## config.mk

```make
export PLATFORM = sky130hd
export DESIGN_NAME = glb_hs
export DESIGN_NICKNAME = d
export VERILOG_FILES = /design/src/rtl/glb_hs.sv
export SDC_FILE = /design/constraint.sdc
export NUM_CORES = 1
export LEC_CHECK = 0
export CORE_ASPECT_RATIO = 1.25
export CORE_UTILIZATION = 45
export CTS_CLUSTER_DIAMETER = 40
export DETAILED_ROUTE_END_ITERATION = 7
export GPL_TIMING_DRIVEN = 0
export PLACE_DENSITY = 0.68
export REMOVE_ABC_BUFFERS = 1
export SYNTH_ARGS = -nofsm -noshare
export SYNTH_HDL_FRONTEND = slang
export SYNTH_SLANG_ARGS = --single-unit
```

## constraint.sdc

```tcl
create_clock -name w_clk -period 2.66 [get_ports w_clk]
set_input_delay 0.532 -clock w_clk [delete_from_list [all_inputs] [get_ports w_clk]]
set_output_delay 0.532 -clock w_clk [all_outputs]
set_load 0.02 [all_outputs]
```

## src/rtl/glb_hs.sv

```systemverilog
// -----------------------------------------------------------------------------
// glb_hs -- single-port word store with valid/ready request and response
// channels and a hardware zeroing sweep.
//
// A request (read or write) is accepted on an edge where w_req_valid and
// r_req_ready are both high. Writes return nothing; reads load a single-entry
// response register that is presented one cycle later and held until the
// consumer takes it with w_rsp_ready. Pulsing w_clear (or releasing reset)
// runs a DEPTH-cycle sweep that writes zero to every word while r_busy is high.
//
// Optional feature macro: GLB_ERR_EN -- adds the sticky r_err output, set when
// an out-of-range request is accepted and cleared by reset or a new sweep.
//
// Ports:
//   w_clk        in   clock, rising edge
//   w_rst_n      in   asynchronous active-low reset
//   w_req_valid  in   request present
//   r_req_ready  out  request can be accepted this cycle
//   w_req_rw     in   1 = write, 0 = read
//   w_req_addr   in   word address [ADDR_W]
//   w_req_data   in   write data [DATA_W]
//   r_rsp_valid  out  read response present
//   w_rsp_ready  in   consumer takes the response
//   r_rsp_data   out  read data [DATA_W]
//   w_clear      in   start a zeroing sweep
//   r_busy       out  sweep in progress
//   r_err        out  sticky out-of-range flag (GLB_ERR_EN only)
// -----------------------------------------------------------------------------
module glb_hs #(
    parameter int unsigned DATA_W = 16,
    parameter int unsigned DEPTH  = 64,
    parameter int unsigned ADDR_W = 6
) (
    input  logic              w_clk,
    input  logic              w_rst_n,
    input  logic              w_req_valid,
    output logic              r_req_ready,
    input  logic              w_req_rw,
    input  logic [ADDR_W-1:0] w_req_addr,
    input  logic [DATA_W-1:0] w_req_data,
    output logic              r_rsp_valid,
    input  logic              w_rsp_ready,
    output logic [DATA_W-1:0] r_rsp_data,
    input  logic              w_clear,
    output logic              r_busy
`ifdef GLB_ERR_EN
    ,
    output logic              r_err
`endif
);

    // Index width for the storage array; the address compare is done one bit
    // wider so DEPTH == 2**ADDR_W does not wrap to zero.
    localparam int unsigned IDX_W = (DEPTH > 1) ? $clog2(DEPTH) : 1;
    localparam int unsigned CMP_W = ADDR_W + 1;
    localparam logic [CMP_W-1:0] DEPTH_CMP = CMP_W'(DEPTH);
    localparam logic [IDX_W-1:0] LAST_IDX  = IDX_W'(DEPTH - 1);

    // Reject illegal configurations at elaboration.
    if ((DEPTH < 2) || (DEPTH > 1024) || ((64'(1) << ADDR_W) < 64'(DEPTH))) begin : g_param_chk
        $error("glb_hs: DEPTH must be 2..1024 and fit in ADDR_W address bits");
    end

    typedef enum logic {
        ST_IDLE  = 1'b0,
        ST_CLEAR = 1'b1
    } state_t;

    state_t            state_q, state_d;
    logic [IDX_W-1:0]  cnt_q, cnt_d;
    logic              rsp_valid_q, rsp_valid_d;
    logic [DATA_W-1:0] rsp_data_q, rsp_data_d;
`ifdef GLB_ERR_EN
    logic              err_q, err_d;
`endif

    logic [DATA_W-1:0] mem [DEPTH];

    logic              req_ready_c;
    logic              accept_c;
    logic              in_range_c;
    logic [IDX_W-1:0]  idx_c;
    logic              mem_we_c;
    logic [IDX_W-1:0]  mem_waddr_c;
    logic [DATA_W-1:0] mem_wdata_c;

    // Request decode: ready also depends on the response slot draining this edge.
    always_comb begin
        req_ready_c = (state_q == ST_IDLE) && !w_clear && (!rsp_valid_q || w_rsp_ready);
        accept_c    = w_req_valid && req_ready_c;
        in_range_c  = ({1'b0, w_req_addr} < DEPTH_CMP);
        idx_c       = w_req_addr[IDX_W-1:0];
    end

    // Next-state, storage write port and response register.
    always_comb begin
        state_d     = state_q;
        cnt_d       = cnt_q;
        rsp_valid_d = rsp_valid_q;
        rsp_data_d  = rsp_data_q;
        mem_we_c    = 1'b0;
        mem_waddr_c = cnt_q;
        mem_wdata_c = '0;
`ifdef GLB_ERR_EN
        err_d       = err_q;
`endif

        case (state_q)
            ST_IDLE: begin
                if (w_clear) begin
                    state_d = ST_CLEAR;
                    cnt_d   = '0;
`ifdef GLB_ERR_EN
                    err_d   = 1'b0;
`endif
                end else if (accept_c && w_req_rw && in_range_c) begin
                    mem_we_c    = 1'b1;
                    mem_waddr_c = idx_c;
                    mem_wdata_c = w_req_data;
                end
            end
            ST_CLEAR: begin
                // One word zeroed per edge; the last word returns to IDLE.
                mem_we_c    = 1'b1;
                mem_waddr_c = cnt_q;
                mem_wdata_c = '0;
                if (cnt_q == LAST_IDX) begin
                    state_d = ST_IDLE;
                    cnt_d   = '0;
                end else begin
                    cnt_d = cnt_q + IDX_W'(1);
                end
            end
            default: begin
                state_d = ST_CLEAR;
                cnt_d   = '0;
            end
        endcase

        // A new read may refill the slot on the same edge the old one drains.
        if (accept_c && !w_req_rw) begin
            rsp_valid_d = 1'b1;
            rsp_data_d  = in_range_c ? mem[idx_c] : '0;
        end else if (w_rsp_ready) begin
            rsp_valid_d = 1'b0;
        end

`ifdef GLB_ERR_EN
        if (accept_c && !in_range_c) begin
            err_d = 1'b1;
        end
`endif
    end

    // Control state; reset lands in CLEAR so the array is swept after release.
    always_ff @(posedge w_clk or negedge w_rst_n) begin
        if (!w_rst_n) begin
            state_q     <= ST_CLEAR;
            cnt_q       <= '0;
            rsp_valid_q <= 1'b0;
            rsp_data_q  <= '0;
`ifdef GLB_ERR_EN
            err_q       <= 1'b0;
`endif
        end else begin
            state_q     <= state_d;
            cnt_q       <= cnt_d;
            rsp_valid_q <= rsp_valid_d;
            rsp_data_q  <= rsp_data_d;
`ifdef GLB_ERR_EN
            err_q       <= err_d;
`endif
        end
    end

    // Storage array; contents are defined by the sweep, not by reset.
    always_ff @(posedge w_clk) begin
        if (mem_we_c) begin
            mem[mem_waddr_c] <= mem_wdata_c;
        end
    end

    assign r_req_ready = req_ready_c;
    assign r_rsp_valid = rsp_valid_q;
    assign r_rsp_data  = rsp_data_q;
    assign r_busy      = (state_q == ST_CLEAR);
`ifdef GLB_ERR_EN
    assign r_err       = err_q;
`endif

endmodule

```

==> flow_metrics.py, run 1 <==
metrics = {
    "sta": {
        "fin_ws_ps": -58.6,
        "setup_tns_ps": -101,
        "fin_crit_sh_pct": 102,
        "fmax_ghz": 0.368,
        "setup_viol": 2,
        "finClkSkew_ps": 26.3,
        "drv_slew": 0,
        "hold_violations": 0,
        "post-route-min-period_ps": 2720,
        "relSlewSlack_pct": 36.8,
        "worst_pin_slew_ps": 947,
    },
    "layout": {
        "instances_no_fill": 3553,
        "area_growth_pct": 20.4,
        "drive_above_1_share_pct": 27.6,
        "antenna_cells": 0,
        "final_area_mm2": 0.0491,
        "final_common_cell": "edfxtp_1",
        "layout_common_cells": "edfxtp_1, mux2i_1, mux4_2",
        "nets": 2301,
    },
    "route": {
        "drc_errors": 0,
        "wirelength_um": 98600,
        "drt_iter0_drc": 2417,
        "postRouteAntennaNets": 0,
        "via_per_inst": 5.94,
        "dr_total_vias": 21100,
        "wire_per_inst_um": 27.7,
        "firstDrtPassIters": 6,
    },
    "critical_path": {
        "path_class": "in -> reg",
        "reg2reg_slack_ps": 10,
        "worstPathRequired_ps": 3210,
        "cpMaxStageDelayCell": "dlygate4sd2_1",
        "cp-end-kind": "register",
        "arrival_ps": 3270,
        "cp_cell_sequence": "dlygate4sd2_1 > nor2_2 > and3_1 > a31oi_1 > nand3_1 > a221o_1",
        "cp_max_fo": 16,
        "worst_path_largest_cell_delay_ps": 820,
        "startpoint_type": "input port",
    },
    "placed_design": {
        "gp_congestion": 0.793,
        "dp_hpwl_um": 58100,
        "dp.cells": 3274,
        "placed_cell_area_mm2": 0.0439,
        "io_buffers": 46,
    },
    "global_route": {
        "gr-usage-all-layers_pct": 21.5,
        "gr-total-overflow": 0,
        "first_global_vias": 21500,
        "grt_max_degree": 83,
        "grt_first_pass_wirelength_um": 144000,
        "antenna_found_initial": 2,
    },
    "power": {
        "p_leak_uw": 0.0166,
        "pwr-share-comb_pct": 10.5,
        "power.density_mw_per_mm2": 784,
        "p_sw_uw": 9310,
        "sw_frac_of_total_pct": 24.2,
        "p_int_uw": 29200,
        "pwr-share-seq_pct": 50.0,
        "vdd_ir_drop_max_mv": 0.582,
        "p_clk_share_pct": 39.5,
    },
    "floorplanning": {
        "rows": 123,
        "ios": 47,
        "core_region_area_mm2": 0.0899,
        "dieArea_mm2": 0.0918,
        "start_util_pct": 45.4,
        "die_x_um": 271,
        "die_y_um": 339,
    },
    "clock_tree": {
        "clock_latency_ps": 680,
        "cts_tree": "done",
        "cts.clk_slew.worst_paths_ps": 70,
        "clock_path_buffers": 3,
        "cts-root-buf": "clkbuf_16",
        "numClockSinks": 1048,
        "numCtsBuffers": 110,
        "cts_htree_levels": 3,
    },
    "logic_synthesis": {
        "avgSynthCellArea_um2": 19.7,
        "seq_area_frac_synth_pct": 76.9,
        "yosys-top-cells-area": "edfxtp_1, mux4_2, mux2i_1",
        "synth_seq_cells": 1048,
        "synth.distinct_cells": 38,
        "yosysWarnings": 0,
        "yosys.area.top_type": "edfxtp_1",
        "synth.top_cell.area_share_pct": 75.4,
        "synthCells": 2069,
        "mappedNetlistArea_mm2": 0.0408,
    },
    "status": {
        "status": "finished, violations left",
        "violations": "negative setup slack",
    },
    "flow_run": {
        "drv_cap": 0,
    },
    "hold_path": {
        "hold_path.class": "in -> async",
    },
}
==> flip-flops by register name, summed over array words and instances (netlist names) <==
register / count
mem: 1024
r_rsp_data: 16
cnt_q: 6
r_busy: 1
r_rsp_valid: 1
==> logic make-up (layout without fill, tap and decap cells) <==
| logic type | after synthesis | count (layout) | share of synthesized area (%) |
|---|---|---|---|
| XOR/XNOR | 1 | 1 | 0.0215 |
| AND/OR/NAND/NOR | 241 | 243 | 2.82 |
| flip-flops | 1048 | 1048 | 76.9 |
| adder cells (fa/ha/maj) | 1 | 1 | 0.0307 |
| multiplexers | 449 | 449 | 15.1 |
| buffers and inverters | 116 | 411 | 1.42 |
| AO/OA/AOI/OAI | 213 | 213 | 3.68 |
==> power by group through the flow <==
stage / Combinational [µW] / Clock [µW] / Sequential [µW]
5_1_grt: 4200 / 16000 / 19300
6_report: 4050 / 15200 / 19200
2_1_floorplan: 1500 / 0 / 19500
3_5_place_dp: 3350 / 0 / 19500
4_1_cts: 3950 / 15400 / 19200
3_3_place_gp: 3690 / 0 / 19500
==> synthesized netlist by cell type <==
library cell,n
edfxtp_1,1024
mux2i_1,257
mux4_2,128
a22oi_1,112
nor2_1,69
mux2_2,64
nand3_1,53
clkbuf_1,47
nand2_1,44
buf_2,33
o22ai_1,33
dfrtp_1,23
and2_1,18
a31oi_1,17
a21oi_1,16
a221o_1,16
and3_1,16
nor3_1,16
buf_1,15
o21ai_0,15
buf_4,11
buf_6,8
nand2b_1,7
nand3b_1,5
nor2b_1,4
o31ai_1,3
inv_1,2
nand4_1,2
or3_1,2
a22o_1,1
and2_0,1
and4_1,1
dfstp_2,1
ha_1,1
nand4b_1,1
nor2_2,1
or2_2,1
xnor2_1,1
==> timing repair <==
item / 4_1_cts / 5_1_grt
pin swaps: 39 / 8
hold buffers: 0 / 1
hold endpoints to repair: 0 / 23
gates cloned: 8 / 1
setup endpoints to repair: 1993 / 695
setup buffers: 56 / 7
gates resized for setup: 107 / 12
==> critical path, delay by kind of cell <==
kind,cells,cell delay (ps)
AND/OR/NAND/NOR,3,1030
AO/OA/AOI/OAI,2,870
buffers and inverters,1,820
==> path summary, 6_finish.rpt <==
check / start / endpoint / cells after the start
worst max-delay path: w_req_addr[5] / r_rsp_data[2]$_DFFE_PN0P_ / 6
worst min-delay path: w_rst_n / cnt_q[2]$_DFFE_PN0P_ / 2
worst max register to register: r_busy$_DFF_PN1_ / mem[4][11]$_DFFE_PP_ / 7
worst min register to register: r_rsp_data[5]$_DFFE_PN0P_ / r_rsp_data[5]$_DFFE_PN0P_ / 1
max in group asynchronous: w_rst_n / r_rsp_data[8]$_DFFE_PN0P_ / 2
min in group w_clk: r_rsp_data[5]$_DFFE_PN0P_ / r_rsp_data[5]$_DFFE_PN0P_ / 1
==> cell type report <==
cell class                      count  area (µm²)
Fill cell                        6618       40800
Sequential cell                  1048       31400
Multi-Input combinational cell    907        9550
Timing Repair Buffer              203        3060
Clock buffer                      134        2900
Tap cell                         1187        1490
Clock inverter                     72         742
Inverter                            2        7.51
==> layer usage <==
metal	GRT usage (%)	part of all wire, %	vias to the layer above
li1	-	-	8939
met2	36.3	51	954
met3	4.41	7.8	151
met1	27.9	39	11100
met5	0	0.013	-
met4	6.66	2.7	2
==> metrics by stage <==
| stage | hold slack (ps) | total power [µW] | util [%] | setup WS, ps |
|---|---|---|---|---|
| after detailed placement | 540 | 22900 | 48.9 | -1950 |
| after CTS | 524 | 38500 | 54.5 | 5.03 |
| after global routing | 483 | 39500 | 54.6 | -1.03 |
| final | 451 | 38500 | 54.6 | -58.6 |
| after floorplan | 236 | 21000 | - | -1100 |
| after global placement | 522 | 23200 | 46.9 | -21160 |
Power figures use the tool's default switching activity.
==> run 2, diff against run 1 <==
--- a/config.mk
+++ b/config.mk
@@ -10,6 +10,7 @@
 export CTS_CLUSTER_DIAMETER = 40
 export DETAILED_ROUTE_END_ITERATION = 7
 export GPL_TIMING_DRIVEN = 0
+export MAX_ROUTING_LAYER = met4
 export PLACE_DENSITY = 0.68
 export REMOVE_ABC_BUFFERS = 1
 export SYNTH_ARGS = -nofsm -noshare
==> run 2 against run 1 <==
Effect of this change: the run still ends with negative setup slack left; hold slack lost 1.8 ps; worst setup slack lost 61 ps; global-route usage grew 0.65 points; final cell count is essentially flat; clock skew grew 4.1 ps; via count is essentially flat; critical path depth is the same; final area is essentially flat; critical path type unchanged; critical endpoint unchanged; largest cell class unchanged; largest power group unchanged.
==> flow_metrics.py, run 2 (synthesized netlist as in run 1, its figures left out) <==
metrics = {
    "route": {
        "drc_errors": 0,
        "via_per_inst": 5.94,
        "dr_total_vias": 21100,
        "postRouteAntennaNets": 0,
        "wire_per_inst_um": 27.7,
        "drt_iter0_drc": 2421,
        "wirelength_um": 98600,
        "firstDrtPassIters": 5,
    },
    "power": {
        "p_sw_uw": 9340,
        "vdd_ir_drop_max_mv": 0.603,
        "pwr-share-seq_pct": 49.9,
        "pwr-share-comb_pct": 10.6,
        "p_int_uw": 29200,
        "power.density_mw_per_mm2": 785,
        "p_leak_uw": 0.0166,
        "p_clk_share_pct": 39.5,
        "sw_frac_of_total_pct": 24.3,
    },
    "sta": {
        "fin_crit_sh_pct": 105,
        "fmax_ghz": 0.360,
        "fin_ws_ps": -120,
        "post-route-min-period_ps": 2780,
        "hold_violations": 0,
        "setup_viol": 2,
        "drv_slew": 0,
        "relSlewSlack_pct": 35.0,
        "worst_pin_slew_ps": 976,
        "setup_tns_ps": -120,
        "finClkSkew_ps": 30.4,
    },
    "layout": {
        "layout_common_cells": "edfxtp_1, mux2i_1, mux4_2",
        "regMostFlops": "mem",
        "largest_reg_flops": 1024,
        "area_growth_pct": 20.5,
        "drive_above_1_share_pct": 27.6,
        "instances_no_fill": 3554,
        "final_common_cell": "edfxtp_1",
        "nets": 2301,
    },
    "critical_path": {
        "arrival_ps": 3330,
        "worstPathRequired_ps": 3210,
        "worst-path-buf-inv": 1,
        "crit_start": "w_req_addr[5]",
        "reg2reg_slack_ps": 0,
        "cp-end-kind": "register",
        "cp_max_fo": 16,
        "r2r-start": "r_busy$_DFF_PN1_",
        "cp_cell_sequence": "dlygate4sd2_1 > nor2_2 > and3_1 > a31oi_1 > nand3_1 > a221o_1",
        "reg2reg_to": "mem[0][10]$_DFFE_PP_",
        "cp.depth": 6,
        "reg2reg_depth": 7,
        "cpMaxStageDelayCell": "dlygate4sd2_1",
        "startpoint_type": "input port",
        "path_class": "in -> reg",
        "path_delay_family": "simple AND/OR/NAND/NOR gates",
        "worst_path_largest_cell_delay_ps": 840,
    },
    "clock_tree": {
        "cts.clk_slew.worst_paths_ps": 70,
        "numCtsBuffers": 110,
        "cts_htree_levels": 3,
        "clock_latency_ps": 680,
        "clock_path_buffers": 3,
        "cts_tree": "done",
        "cts-root-buf": "clkbuf_16",
        "numClockSinks": 1048,
    },
    "placed_design": {
        "io_buffers": 46,
        "dp_hpwl_um": 58100,
        "gp_congestion": 0.805,
        "dp.cells": 3274,
        "place_ws_ps": -1950,
    },
    "floorplanning": {
        "rows": 123,
        "die_y_um": 339,
        "start_util_pct": 45.4,
        "dieArea_mm2": 0.0918,
        "core_region_area_mm2": 0.0899,
        "ios": 47,
        "die_x_um": 271,
    },
    "global_route": {
        "first_global_vias": 21500,
        "gr-usage-all-layers_pct": 22.1,
        "antenna_found_initial": 2,
        "gr-total-overflow": 0,
        "grt_max_degree": 83,
        "grt_first_pass_wirelength_um": 144000,
    },
    "hold_path": {
        "hold_path.class": "in -> async",
    },
    "flow_run": {
        "drv_cap": 0,
    },
    "status": {
        "violations": "negative setup slack",
        "status": "finished, violations left",
    },
}
## run 2: final cells by class
class                   count  area, µm²
flip-flops and latches   1048      31400
clock buffers             134       2900
diodes                      1       2.50
fillers                  6606      40800
repair buffers            203       3060
inverters                   2       7.51
multi-input cells         907       9570
clock inverters            72        742
well taps                1187       1490
## run 2: worst max-delay path by stage
| stage | end |
|---|---|
| 3_3_place_gp | mem[2][14]$_DFFE_PP_ |
| 6_report | r_rsp_data[2]$_DFFE_PN0P_ |
| 5_1_grt | mem[33][7]$_DFFE_PP_ |
| 3_5_place_dp | mem[36][5]$_DFFE_PP_ |
| 2_1_floorplan | r_rsp_data[10]$_DFFE_PN0P_ |
| 4_1_cts | r_rsp_data[2]$_DFFE_PN0P_ |
## run 2: stage by stage
step           total power (µW)  hold slack [ps]  instance area, µm²  utilization, %
2_1_floorplan             21000              236               40200               -
3_3_place_gp              23200              522               42200            46.9
3_5_place_dp              22900              540               43900            48.9
4_1_cts                   38500              524               49000            54.5
5_1_grt                   39500              482               49100            54.7
6_report                  38500              449               49100            54.7
## run 2: per-layer routing
| layer | up-vias | global-route usage, % | share of wire [%] |
|---|---|---|---|
| met5 | - | - | 0 |
| met4 | 0 | 6.65 | 2.8 |
| met3 | 176 | 4.16 | 7.8 |
| met2 | 951 | 36.2 | 51 |
| met1 | 11000 | 28.1 | 38 |
| li1 | 8949 | - | - |
## run 2: repair_timing
action                                   CTS  global route
cloned                                     8             1
pin swaps                                 39             9
endpoints found under the setup margin  1993           724
hold buffers                               0             1
hold endpoints to repair                   0            23
resized for setup                        107            17
setup buffers                             56             7
## run 2: power groups by stage
stage               logic, µW  registers, µW  clock network [µW]
detailed placement       3350          19500                   0
finish                   4070          19200               15200
floorplan                1500          19500                   0
global route             4220          19300               16000
global placement         3690          19500                   0
CTS                      3950          19200               15400
## run 2: worst register-to-register path, stage by stage, from the launching register on
cell and delay, ps:
dfstp_2 680, nor2_4 110, and4_2 330, o31ai_4 370
nand2_2 160, buf_12 200, nor2_4 250, buf_8 230
==> run 3, diff against run 2 <==
--- a/config.mk
+++ b/config.mk
@@ -13,6 +13,7 @@
 export MAX_ROUTING_LAYER = met4
 export PLACE_DENSITY = 0.68
 export REMOVE_ABC_BUFFERS = 1
+export SLEW_MARGIN = 20
 export SYNTH_ARGS = -nofsm -noshare
 export SYNTH_HDL_FRONTEND = slang
 export SYNTH_SLANG_ARGS = --single-unit
==> run 3 against run 2 <==
Effect of this change: the flow still finishes with violations (negative setup slack); sequential share of layout area down 0.063 points; clock skew down 8.8 ps; routed wire length down 0.48%; register-to-register slack better by 30 ps; critical path type unchanged; global-route usage down 0.21 points; power up 1.4%; first-iteration DRC count down 2.9%; die area unchanged.
==> flow_metrics.py, run 3 (synthesized netlist as in run 1, its figures left out) <==
metrics = {
    "sta": {
        "whs_ps": 455,
        "hold_violations": 0,
        "drv_slew": 0,
        "finClkSkew_ps": 21.7,
        "relSlewSlack_pct": 39.1,
        "worst_pin_slew_ps": 912,
        "post-route-min-period_ps": 2790,
        "fmax_ghz": 0.358,
        "setup_viol": 9,
        "fin_ws_ps": -130,
        "setup_tns_ps": -392,
        "fin_crit_sh_pct": 105,
    },
    "route": {
        "wire_per_inst_um": 27.7,
        "drt_iter0_drc": 2352,
        "dr_total_vias": 21100,
        "top_layer": "met4",
        "wl_met2_um": 49600,
        "via_per_inst": 5.96,
        "firstDrtPassIters": 6,
        "wirelength_um": 98100,
        "dr_wl_met3_um": 7290,
        "postRouteAntennaNets": 0,
        "wl_met1_um": 37900,
        "drc_errors": 0,
    },
    "status": {
        "violations": "negative setup slack",
        "status": "finished, violations left",
    },
    "critical_path": {
        "worstPathRequired_ps": 3270,
        "path_class": "in -> reg",
        "startpoint_type": "input port",
        "cp_max_fo": 16,
        "cp-end-kind": "register",
        "r2r-start": "r_busy$_DFF_PN1_",
        "arrival_ps": 3400,
        "crit_start": "w_req_addr[5]",
    },
    "power": {
        "vdd_ir_drop_max_mv": 0.617,
        "p_leak_uw": 0.0166,
        "power.density_mw_per_mm2": 795,
    },
    "layout": {
        "final_common_cell": "edfxtp_1",
        "final_area_mm2": 0.0492,
        "area_growth_pct": 20.6,
        "largest_reg_flops": 1024,
        "drive_above_1_share_pct": 28.1,
        "nets": 2287,
        "utilization_pct": 54.7,
        "regMostFlops": "mem",
        "layout_common_cells": "edfxtp_1, mux2i_1, mux4_2",
    },
    "placed_design": {
        "dp_hpwl_um": 57200,
        "io_buffers": 46,
        "placed_cell_area_mm2": 0.0438,
        "gp_congestion": 0.805,
        "place_ws_ps": -1810,
    },
    "global_route": {
        "grt_max_degree": 65,
        "first_global_vias": 21500,
        "gr-usage-all-layers_pct": 21.9,
        "grt_first_pass_wirelength_um": 143000,
        "antenna_found_initial": 2,
        "gr-total-overflow": 0,
    },
    "hold_path": {
        "hold_path.class": "in -> async",
    },
    "clock_tree": {
        "clock_latency_ps": 680,
        "cts_htree_levels": 3,
        "numClockSinks": 1048,
        "cts_tree": "done",
        "cts.clk_slew.worst_paths_ps": 60,
        "cts-root-buf": "clkbuf_16",
        "numCtsBuffers": 110,
        "clock_path_buffers": 3,
    },
    "floorplanning": {
        "core_region_area_mm2": 0.0899,
        "ios": 47,
        "die_y_um": 339,
        "die_x_um": 271,
        "rows": 123,
        "dieArea_mm2": 0.0918,
        "start_util_pct": 45.4,
    },
    "flow_run": {
        "drv_cap": 0,
    },
}
-- run 3: layout make-up --
type | count | area, µm²
well taps | 1187 | 1490
flip-flops and latches | 1048 | 31400
diodes | 1 | 2.50
multi-input cells | 908 | 9720
clock inverters | 85 | 948
repair buffers | 188 | 2800
clock buffers | 124 | 2850
fillers | 6633 | 40700
inverters | 2 | 7.51
-- run 3: worst paths after layout --
path	end	slack (ps)	cells past startpoint
min in group w_clk	r_busy$_DFF_PN1_	510	3
hold reg to reg	r_rsp_data[14]$_DFFE_PN0P_	570	1
max in group asynchronous	r_rsp_data[9]$_DFFE_PN0P_	1700	2
hold / removal	r_rsp_valid$_DFFE_PN0P_	460	2
setup / recovery	r_rsp_data[3]$_DFFE_PN0P_	-130	5
setup reg to reg	mem[20][0]$_DFFE_PP_	30	7
-- run 3: what timing repair did --
item | 4_1_cts | 5_1_grt
setup buffers | 52 | 0
gates resized for setup | 111 | 23
hold buffers | 1 | 0
setup endpoints to repair | 2003 | 762
pin swaps | 39 | 3
hold endpoints to repair | 23 | 0
gates cloned | 9 | 4
-- run 3: layer usage --
layer  vias up  track usage (%)
met4         0             7.79
met1     11100             28.1
met3       168             3.26
li1       8923                -
met2       926             35.6
met5         -                -
-- run 3: worst max-delay path, cell delays in order --
cell	delay [ps]
clkdlybuf4s50_1	1060
or2_2	610
o22ai_2	270
nor3_1	670
a221o_1	230
-- run 3: power by group --
part | switching, µW | internal, µW | leakage [µW] | total, µW
combinational | 2500 | 1550 | 0.00495 | 4050
clock | 6530 | 9260 | 0.00183 | 15800
sequential | 373 | 18800 | 0.00983 | 19200
total | 9400 | 29700 | 0.0166 | 39100
-- run 3: per-stage QoR --
stage	instances	power (µW)
floorplan	1955	21000
global placement	3188	23200
detailed placement	3268	22800
CTS	3539	39000
global route	3542	40100
finish	3543	39100
